===== config.mk =====
export PLATFORM = sky130hd
export DESIGN_NAME = iterative_divider
export DESIGN_NICKNAME = d
export VERILOG_FILES = /design/src/rtl/iterative_divider.sv
export SDC_FILE = /design/constraint.sdc
export NUM_CORES = 1
export LEC_CHECK = 0
export CAP_MARGIN = 20
export CORE_MARGIN = 4
export CORE_UTILIZATION = 40
export DETAILED_ROUTE_END_ITERATION = 8
export HOLD_SLACK_MARGIN = 0.15
export PLACE_DENSITY = 0.68
export SYNTH_ARGS = -nofsm -noshare
export SYNTH_HDL_FRONTEND = slang
export SYNTH_SLANG_ARGS = --single-unit

===== constraint.sdc =====
create_clock -name clk -period 14.67 [get_ports clk]
set_input_delay 2.934 -clock clk [delete_from_list [all_inputs] [get_ports clk]]
set_output_delay 2.934 -clock clk [all_outputs]
set_load 0.03 [all_outputs]

===== src/rtl/iterative_divider.sv =====
// Unsigned multi-cycle restoring divider.
// One quotient bit is resolved per clock through a WIDTH+1 bit subtract/borrow step.
// A valid/ready handshake on each side allows one operation in flight at a time.
module iterative_divider #(
  parameter int WIDTH = 64
) (
  input  logic             clk,
  input  logic             rst,
  input  logic             in_valid,
  output logic             in_ready,
  input  logic [WIDTH-1:0] dividend,
  input  logic [WIDTH-1:0] divisor,
  output logic             out_valid,
  input  logic             out_ready,
  output logic [WIDTH-1:0] quotient,
  output logic [WIDTH-1:0] remainder,
  output logic             div_by_zero
);

  localparam int CW = $clog2(WIDTH + 1);

  localparam logic [1:0] IDLE = 2'd0;
  localparam logic [1:0] RUN  = 2'd1;
  localparam logic [1:0] DONE = 2'd2;

  // Count value seen during the final (WIDTH-th) iteration.
  localparam logic [CW-1:0] LAST_ITER = CW'(WIDTH - 1);

  logic [1:0]       state;
  logic [CW-1:0]    count;
  logic [WIDTH-1:0] q_reg;
  logic [WIDTH-1:0] rem_reg;
  logic [WIDTH-1:0] dsr_reg;
  logic             dbz_reg;

  logic             accept;
  logic             zero_div;
  logic [WIDTH-1:0] r_shift;
  logic [WIDTH:0]   diff;

  assign in_ready    = (state == IDLE);
  assign out_valid   = (state == DONE);
  assign accept      = in_valid & in_ready;
  assign zero_div    = (divisor == '0);
  assign quotient    = q_reg;
  assign remainder   = rem_reg;
  assign div_by_zero = dbz_reg;

  // One restoring step: shift in the next dividend bit, then trial-subtract the divisor.
  always_comb begin
    r_shift = {rem_reg[WIDTH-2:0], q_reg[WIDTH-1]};
    diff    = {1'b0, r_shift} - {1'b0, dsr_reg};
  end

  // Control FSM and iteration counter.
  always_ff @(posedge clk or posedge rst) begin
    if (rst) begin
      state <= IDLE;
      count <= '0;
    end else begin
      case (state)
        IDLE: begin
          if (accept) begin
            count <= '0;
            state <= zero_div ? DONE : RUN;
          end
        end
        RUN: begin
          count <= count + 1'b1;
          if (count == LAST_ITER) begin
            state <= DONE;
          end
        end
        DONE: begin
          if (out_ready) begin
            state <= IDLE;
          end
        end
        default: state <= IDLE;
      endcase
    end
  end

  // Datapath: operand capture on accept, one quotient bit per RUN cycle, frozen otherwise.
  always_ff @(posedge clk or posedge rst) begin
    if (rst) begin
      q_reg   <= '0;
      rem_reg <= '0;
      dsr_reg <= '0;
      dbz_reg <= 1'b0;
    end else begin
      if (accept) begin
        dsr_reg <= divisor;
        if (zero_div) begin
          // Division by zero short-circuits straight to the result.
          q_reg   <= '1;
          rem_reg <= dividend;
          dbz_reg <= 1'b1;
        end else begin
          q_reg   <= dividend;
          rem_reg <= '0;
          dbz_reg <= 1'b0;
        end
      end else if (state == RUN) begin
        // A borrow in the top bit means the divisor did not fit: keep the shifted remainder.
        q_reg   <= {q_reg[WIDTH-2:0], ~diff[WIDTH]};
        rem_reg <= diff[WIDTH] ? r_shift : diff[WIDTH-1:0];
      end
    end
  end

endmodule


; ---- Word-level counts from Yosys, hierarchy flattened
; Index checks and enable logic that the tools add are counted.
[totals]
regBits = 202
inputBits = 132
elab_cells = 37
[op_classes]
add_sub_neg = 2
n_eq_ne = 6
muxes = 15
bitwise_logic = 2
reduce_logical = 6
[ops]
columns = operator, count
row1 = 2-to-1 mux 64 bit, 7
row2 = subtractor 64 x 64 -> 65 bit, 1
row3 = logical NOT 64 bit, 1
row4 = case mux 7 bit (2 select lines), 1
row5 = 2-to-1 mux 2 bit, 4
row6 = "adder 7 x 1 -> 7 bit, second input constant", 1
row7 = "equality test 7 x 6 -> 1 bit, second input constant", 1
row8 = 2-to-1 mux 7 bit, 1
row9 = case mux 2 bit (3 select lines), 1
row10 = "inequality test 2 x 1 -> 1 bit, second input constant", 2
row11 = nonzero test 2 bit, 2
row12 = AND reduction 3 bit, 1
row13 = "equality test 2 x 1 -> 1 bit, second input constant", 1
row14 = "equality test 2 bit, second input constant", 1
row15 = logical NOT 2 bit, 1
row16 = "inequality test 2 bit, second input constant", 1
row17 = AND reduction 2 bit, 1
row18 = AND 1 bit, 1
row19 = 2-to-1 mux 1 bit, 1
row20 = inverter 1 bit, 1

; ---- Logic depth before layout (Yosys ltp)
; Gate-level depths: netlist (run 1).
[logic_depth]
ltp_word = 4
depth_mapped = 15
depth_no_buf = 13

; ---- Least setup slack after synthesis (run 1)
; No wires, ideal clock.
[synth_timing]
path_type = input port to flip-flop
start = input port divisor[59]
end = register q_reg[10], in the netlist quotient[10]
arrival_time_ps = 4642
t_required_ps = 14588
path_slack_ps = 9946
cell_stages = 8
path_cell_list = nor4_1 > nand4_1 > nor4_1 > clkbuf_1 > clkbuf_1 > buf_1 > nor3_1 > a31oi_1
[synth_between]
elab_chain_cells = 3
[synth_lines]
columns = item, line_no
row1 = from (decl), 12  ; input logic [WIDTH-1:0] divisor,
row2 = logical NOT 64 bit, 44  ; assign zero_div = (divisor == '0);
row3 = 2-to-1 mux 64 bit, 94  ; if (zero_div) begin
row4 = 2-to-1 mux 64 bit, 92  ; if (accept) begin
row5 = to (signal assigned), 100  ; q_reg <= dividend;
row6 = to (signal assigned), 106  ; q_reg <= {q_reg[WIDTH-2:0], ~diff[WIDTH]};
row7 = to (decl), 31  ; logic [WIDTH-1:0] q_reg;
; No other way between the ends.
; A chain may end at the register's enable or synchronous reset.

; ---- Final worst setup path (run 1)
[layout_timing]
start = input port divisor[2]
end = register rem_reg[62], in the netlist remainder[62]
[layout_between]
elab_chain_cells = 3
[layout_lines]
columns = item, line_no
row1 = logical NOT 64 bit, 44
row2 = 2-to-1 mux 64 bit, 94
row3 = 2-to-1 mux 64 bit, 92
row4 = to (signal assigned), 97  ; rem_reg <= dividend;
row5 = to (signal assigned), 107  ; rem_reg <= diff[WIDTH] ? r_shift : diff[WIDTH-1:0];
row6 = to (decl), 32  ; logic [WIDTH-1:0] rem_reg;
; No other way between the ends.

==> results of run 1 <==
-- cell usage in the layout (no fill, tap or decap), types with 4 or more instances in the layout --
| master | instances |
|---|---|
| nand2b_1 | 5 |
| o31ai_1 | 7 |
| inv_1 | 82 |
| o211ai_1 | 8 |
| clkbuf_16 | 24 |
| nor4_1 | 18 |
| clkinv_2 | 4 |
| o22ai_1 | 6 |
| a211oi_1 | 42 |
| o21ai_0 | 153 |
| xnor2_1 | 26 |
| a21o_1 | 34 |
| and3_1 | 15 |
| a21boi_0 | 9 |
| nor3_1 | 100 |
| o221ai_1 | 4 |
| nor2b_1 | 8 |
| a221oi_1 | 8 |
| a21oi_1 | 140 |
| clkbuf_1 | 7 |
| nand4_1 | 21 |
| buf_4 | 16 |
| nand2_1 | 288 |
| a221o_1 | 4 |
| o21a_1 | 5 |
| xor2_1 | 27 |
| mux2i_1 | 9 |
| o41ai_1 | 5 |
| o21bai_1 | 16 |
| nor2_1 | 105 |
| nand3_1 | 23 |
| clkdlybuf4s50_1 | 262 |
| dfrtp_1 | 202 |
| a31oi_1 | 76 |
| and2_1 | 5 |
| ha_1 | 65 |
-- worst max-delay path: stages --
cell	delay, ns
clkdlybuf4s50_1	0.46
nor4_1	0.57
buf_4	0.23
nand4_1	0.16
nor4_2	0.34
buf_4	0.53
buf_4	0.65
a21oi_1	0.15
nor2_1	0.11
o41ai_1	0.08
nor2_1	0.10
-- final cells by class --
cell class	count	area, um2
antenna	1	2.50
clock buffer	34	668
clock inverter	6	66.3
fill	3137	15700
inverter	83	319
multi-input combinational	1293	7570
sequential	202	5050
tap	442	553
timing repair buffer	280	2750
-- routing by layer --
layer | up-vias | routed length [um]
met3 | 76 | 4280
met5 | - | 0
met4 | 0 | 1270
li1 | 6427 | -
met2 | 581 | 22800
met1 | 6715 | 21700
-- kinds of logic (layout without fill, tap and decap cells) --
| family | after synthesis | count (layout) | share of synthesized area (%) |
|---|---|---|---|
| multiplexers | 9 | 9 | 0.675 |
| adder cells (fa/ha/maj) | 66 | 66 | 6.24 |
| flip-flops | 202 | 202 | 37.9 |
| AND/OR/NAND/NOR | 617 | 617 | 20.7 |
| AO/OA/AOI/OAI | 548 | 548 | 25.3 |
| buffers and inverters | 199 | 403 | 5.78 |
| XOR/XNOR | 53 | 53 | 3.48 |
| other | 0 | 1 | 0 |
-- worst paths after layout --
path,to,cells after the start,slack [ns]
worst max-delay path,remainder[62]$_DFFE_PP0P_,11,8.68
worst min-delay path,div_by_zero$_DFFE_PP0P_,1,0.49
worst max register to register,remainder[47]$_DFFE_PP0P_,14,9.90
worst min register to register,div_by_zero$_DFFE_PP0P_,1,0.49
max in group asynchronous,quotient[13]$_DFFE_PP0P_,3,10.49
min in group asynchronous,quotient[5]$_DFFE_PP0P_,2,2.92
-- stage by stage --
step                std cells  util (%)  hold WS [ns]
finish                   2341      51.9         0.487
global route             2340      51.9         0.516
CTS                      2340      51.9         0.490
detailed placement       2300      49.7         0.473
global placement         2298      49.7         0.463
floorplan                1694         -         0.450
==> qor.txt, run 1 <==
Status -> finished, final reports clean
Synth Register Bits -> 202
Crit path launch -> divisor[2]
DRC violations left -> 0
Core ar. -> 32700 um2
Port Buffers -> 262
Synth cell types -> 71
Dpl hpwl -> 36500 um
Routability Congestion -> 0.951
Area leader, netlist -> dfrtp_1
Initial DRC Count -> 1270
Hold buffer count at CTS -> 0
WL/cell -> 21.4 um
Ports -> 263
Die height -> 191 um
CTS sink count -> 202
Hold path startpoint -> div_by_zero$_DFFE_PP0P_
Most used routing layer -> met2
Post-synth top area share -> 37.9%
ANT nets after route -> 0
TritonCTS Buffers -> 24
Period Utilization, post-route -> 40.9%
Post-synth top flop -> dfrtp_1
Vias/cell -> 5.89
Die area -> 36400 um2
Syn Inst Count -> 1694
Initial antenna violation count -> 0
Hold Fails Final Rpt -> 0
Avg Cell Area, Syn -> 7.88 um2
Met1 GRT Util -> 37.1%
Setup crit end kind -> flip-flop
Die X -> 191 um
Fraction of registers with async set/reset -> 100%
Starting density of the core -> 40.8%
Worst slew margin -> 39.6%
Clock Path Buffers -> 3
Detailed-route via count -> 13800
# rows -> 66
Syn nets -> 1892
Final Max Slew Viols -> 0
H-tree depth -> 1
Synth Warn # -> 0
Grt met2 use -> 41.7%
1st-pass router iterations -> 6
Worst Skew -> 0.0109 ns
Max Clk Rate -> 0.167 GHz
Largest cells by area after synthesis -> dfrtp_1 (38%), nand2_1 (8.2%), ha_1 (6.1%), o21ai_0 (5.7%), a21oi_1 (5.2%)
Grt ovf -> 0
Final Cell Area -> 17000 um2
Worst-Margin Slew -> 0.895 ns
Hold WC Path Type -> reg2reg
Post-CTS Setup Inserts -> 0
Final nets -> 2082
Reg clk slew, reported paths -> 0.06 ns
Count leader, synth -> nand2_1
RSZ-0062 raised after global routing -> false
Synth Cell Area -> 13400 um2
Number of synthesized flops with an enable pin -> 0
CP Data Arrival Time -> 6.46 ns
Crit path max fanout -> 60
Post-synth top cells -> nand2_1 (290), dfrtp_1 (202), o21ai_0 (153)
Clk_lat worst skew -> 0.54 ns
Post_cts resized -> 0
Setup slack at placement -> 8.22 ns
Max_cap viols -> 0
Root Buffer -> clkbuf_16
Reg2reg start -> quotient[63]$_DFFE_PP0P_
Post-synthesis sequential area ratio -> 37.9%
CP required -> 15.14 ns
Final WL -> 50100 um
GRT Total Usage -> 26.3%
CP Class -> in2reg
TritonCTS clock tree -> yes
Routing usage on met3 -> 5.60%
Area growth, synth to finish -> 27.2%
Crit start category -> input port
# setup viols final -> 0
Vias in the first global route -> 13200
Area after DPL -> 16300 um2
Largest net degree at the start of global routing -> 92
First-pass GRT wire length -> 76600 um
Layout cell share with drive strength beyond 1 -> 3.95%
Post-route minimum period -> 5.99 ns
Worst setup margin -> 8.68 ns
Setup TNS -> 0 ns
Power of run 1 is left out: the tool's default activity adds up to more than one toggle a clock period on the data nets, which glitch-free logic cannot reach.
==> run 2: changes to the inputs <==
Clock period 14.67 ns to 6.15 ns, I/O delays scaled along.
==> qor.txt, run 2 (synthesis results as in run 1) <==
Worst-Margin Slew -> 0.938 ns
GRT Total Usage -> 27.0%
Commonest non-fill, non-tap cell in the layout -> nand2_1
Dpl hpwl -> 37900 um
Crit path launch -> quotient[63]$_DFFE_PP0P_
Hold buffer count at CTS -> 0
DR WL met2 -> 23100 um
Final nets -> 2084
CP dominant cell by count -> a31oi_2
Vias/cell -> 5.88
TritonCTS Buffers -> 24
Most frequent cells in the layout -> nand2_1 (288), clkdlybuf4s50_1 (262), dfrtp_1 (202), o21ai_0 (153), a21oi_1 (140)
Top cell family by delay on the critical path -> compound AO/OA/AOI/OAI gates
Worst Path Buf+Inv -> 1
CP required -> 6.62 ns
Final WL -> 50800 um
Status -> finished, final reports clean
Worst path depth -> 13
Grt ovf -> 0
CP cell instances -> inv_1 > ha_1 > fa_1 > and2b_1 > o2111ai_1 > a31oi_2 > o2111ai_2 > a2111oi_4 > a31oi_2 > o21ai_4 > nand2_1 > nor4_1 > or3_1
ANT nets after route -> 0
Reg2reg start -> quotient[63]$_DFFE_PP0P_
Crit path max fanout -> 16
Worst Skew -> 0.0199 ns
Crit start category -> flip-flop
Clock Path Buffers -> 3
Initial antenna violation count -> 0
Period Utilization, post-route -> 72.1%
Die height -> 191 um
Post-CTS Setup Inserts -> 0
Routability Congestion -> 0.956
CP Class -> reg2reg
Setup slack at placement -> 1.67 ns
Core ar. -> 32700 um2
H-tree depth -> 1
FILL cells -> 3226
TritonCTS clock tree -> yes
Vias in the first global route -> 13400
Worst slew margin -> 36.9%
Inserted Diodes -> 0
CP Capture Point -> remainder[60]$_DFFE_PP0P_
Layout cell share with drive strength beyond 1 -> 4.21%
Footprint of the multi-input gates -> 7570 um2
Worst setup margin -> 1.71 ns
Crit-path slowest cell -> o21ai_4
Max incr delay on CP -> 0.57 ns
RSZ-0062 raised after global routing -> false
1st-pass router iterations -> 5
Setup crit end kind -> flip-flop
Max_cap viols -> 0
Port Buffers -> 262
Final Max Slew Viols -> 0
Root Buffer -> clkbuf_16
Area growth, synth to finish -> 28.5%
Setup TNS -> 0 ns
WL/cell -> 21.7 um
# rows -> 66
WL met3 -> 3910 um
Reg-to-Reg End -> remainder[60]$_DFFE_PP0P_
Hold Fails Final Rpt -> 0
Detailed-route via count -> 13800
Wl on met1 -> 21900 um
First-pass GRT wire length -> 78200 um
R2r setup slk -> 1.71 ns
Post-route minimum period -> 4.44 ns
Largest net degree at the start of global routing -> 110
CTS sink count -> 202
Reg clk slew, reported paths -> 0.06 ns
Initial DRC Count -> 1248
Clk_lat worst skew -> 0.53 ns
# setup viols final -> 0
Hold WC Path Type -> reg2reg
CP Data Arrival Time -> 4.90 ns
Ports -> 263
DRC violations left -> 0
Top sig layer -> met4
Starting density of the core -> 40.8%
Max Clk Rate -> 0.225 GHz
Die X -> 191 um
R2r worst-path depth -> 13
Sequential Area -> 5050 um2
Post_cts resized -> 0
Die area -> 36400 um2
## run 2: worst min path at each step
stage,startpoint,endpoint,slack (ns),cells after the start
floorplan,dsr_reg[0]$_DFFE_PP0P_,dsr_reg[0]$_DFFE_PP0P_,0.45,2
finish,dsr_reg[0]$_DFFE_PP0P_,dsr_reg[0]$_DFFE_PP0P_,0.48,2
global placement,dsr_reg[0]$_DFFE_PP0P_,dsr_reg[0]$_DFFE_PP0P_,0.47,2
CTS,dsr_reg[0]$_DFFE_PP0P_,dsr_reg[0]$_DFFE_PP0P_,0.49,2
global route,count[4]$_DFFE_PP0P_,count[4]$_DFFE_PP0P_,0.51,1
detailed placement,dsr_reg[0]$_DFFE_PP0P_,dsr_reg[0]$_DFFE_PP0P_,0.47,2
## run 2: worst min-delay path, cell delays in order, from the launching register on
cell     delay (ns)
dfrtp_1        0.34
nand2_1        0.05
nand2_1        0.05
## run 2: routing by layer
layer	up-vias	global-route usage, %
li1	6434	-
met1	6669	37.8
met2	573	43.0
met3	96	4.45
met4	0	8.56
met5	-	0
## run 2: final cells by class
class,count,share of cell area (%)
clock buffers,35,4.10
clock inverters,7,0.934
inverters,83,1.84
multi-input cells,1293,44.1
flip-flops and latches,202,29.5
well taps,442,3.22
repair buffers,282,16.3
## run 2: stage by stage
stage                     std cells  utilization [%]  area (um2)  hold WS, ns
after floorplan                1694                -       13400        0.450
after global placement         2301             49.8       16300        0.471
after detailed placement       2302             49.8       16300        0.473
after CTS                      2344             52.5       17200        0.487
after global routing           2344             52.5       17200        0.512
final                          2344             52.5       17200        0.482
Power of run 2 is left out for the same reason.
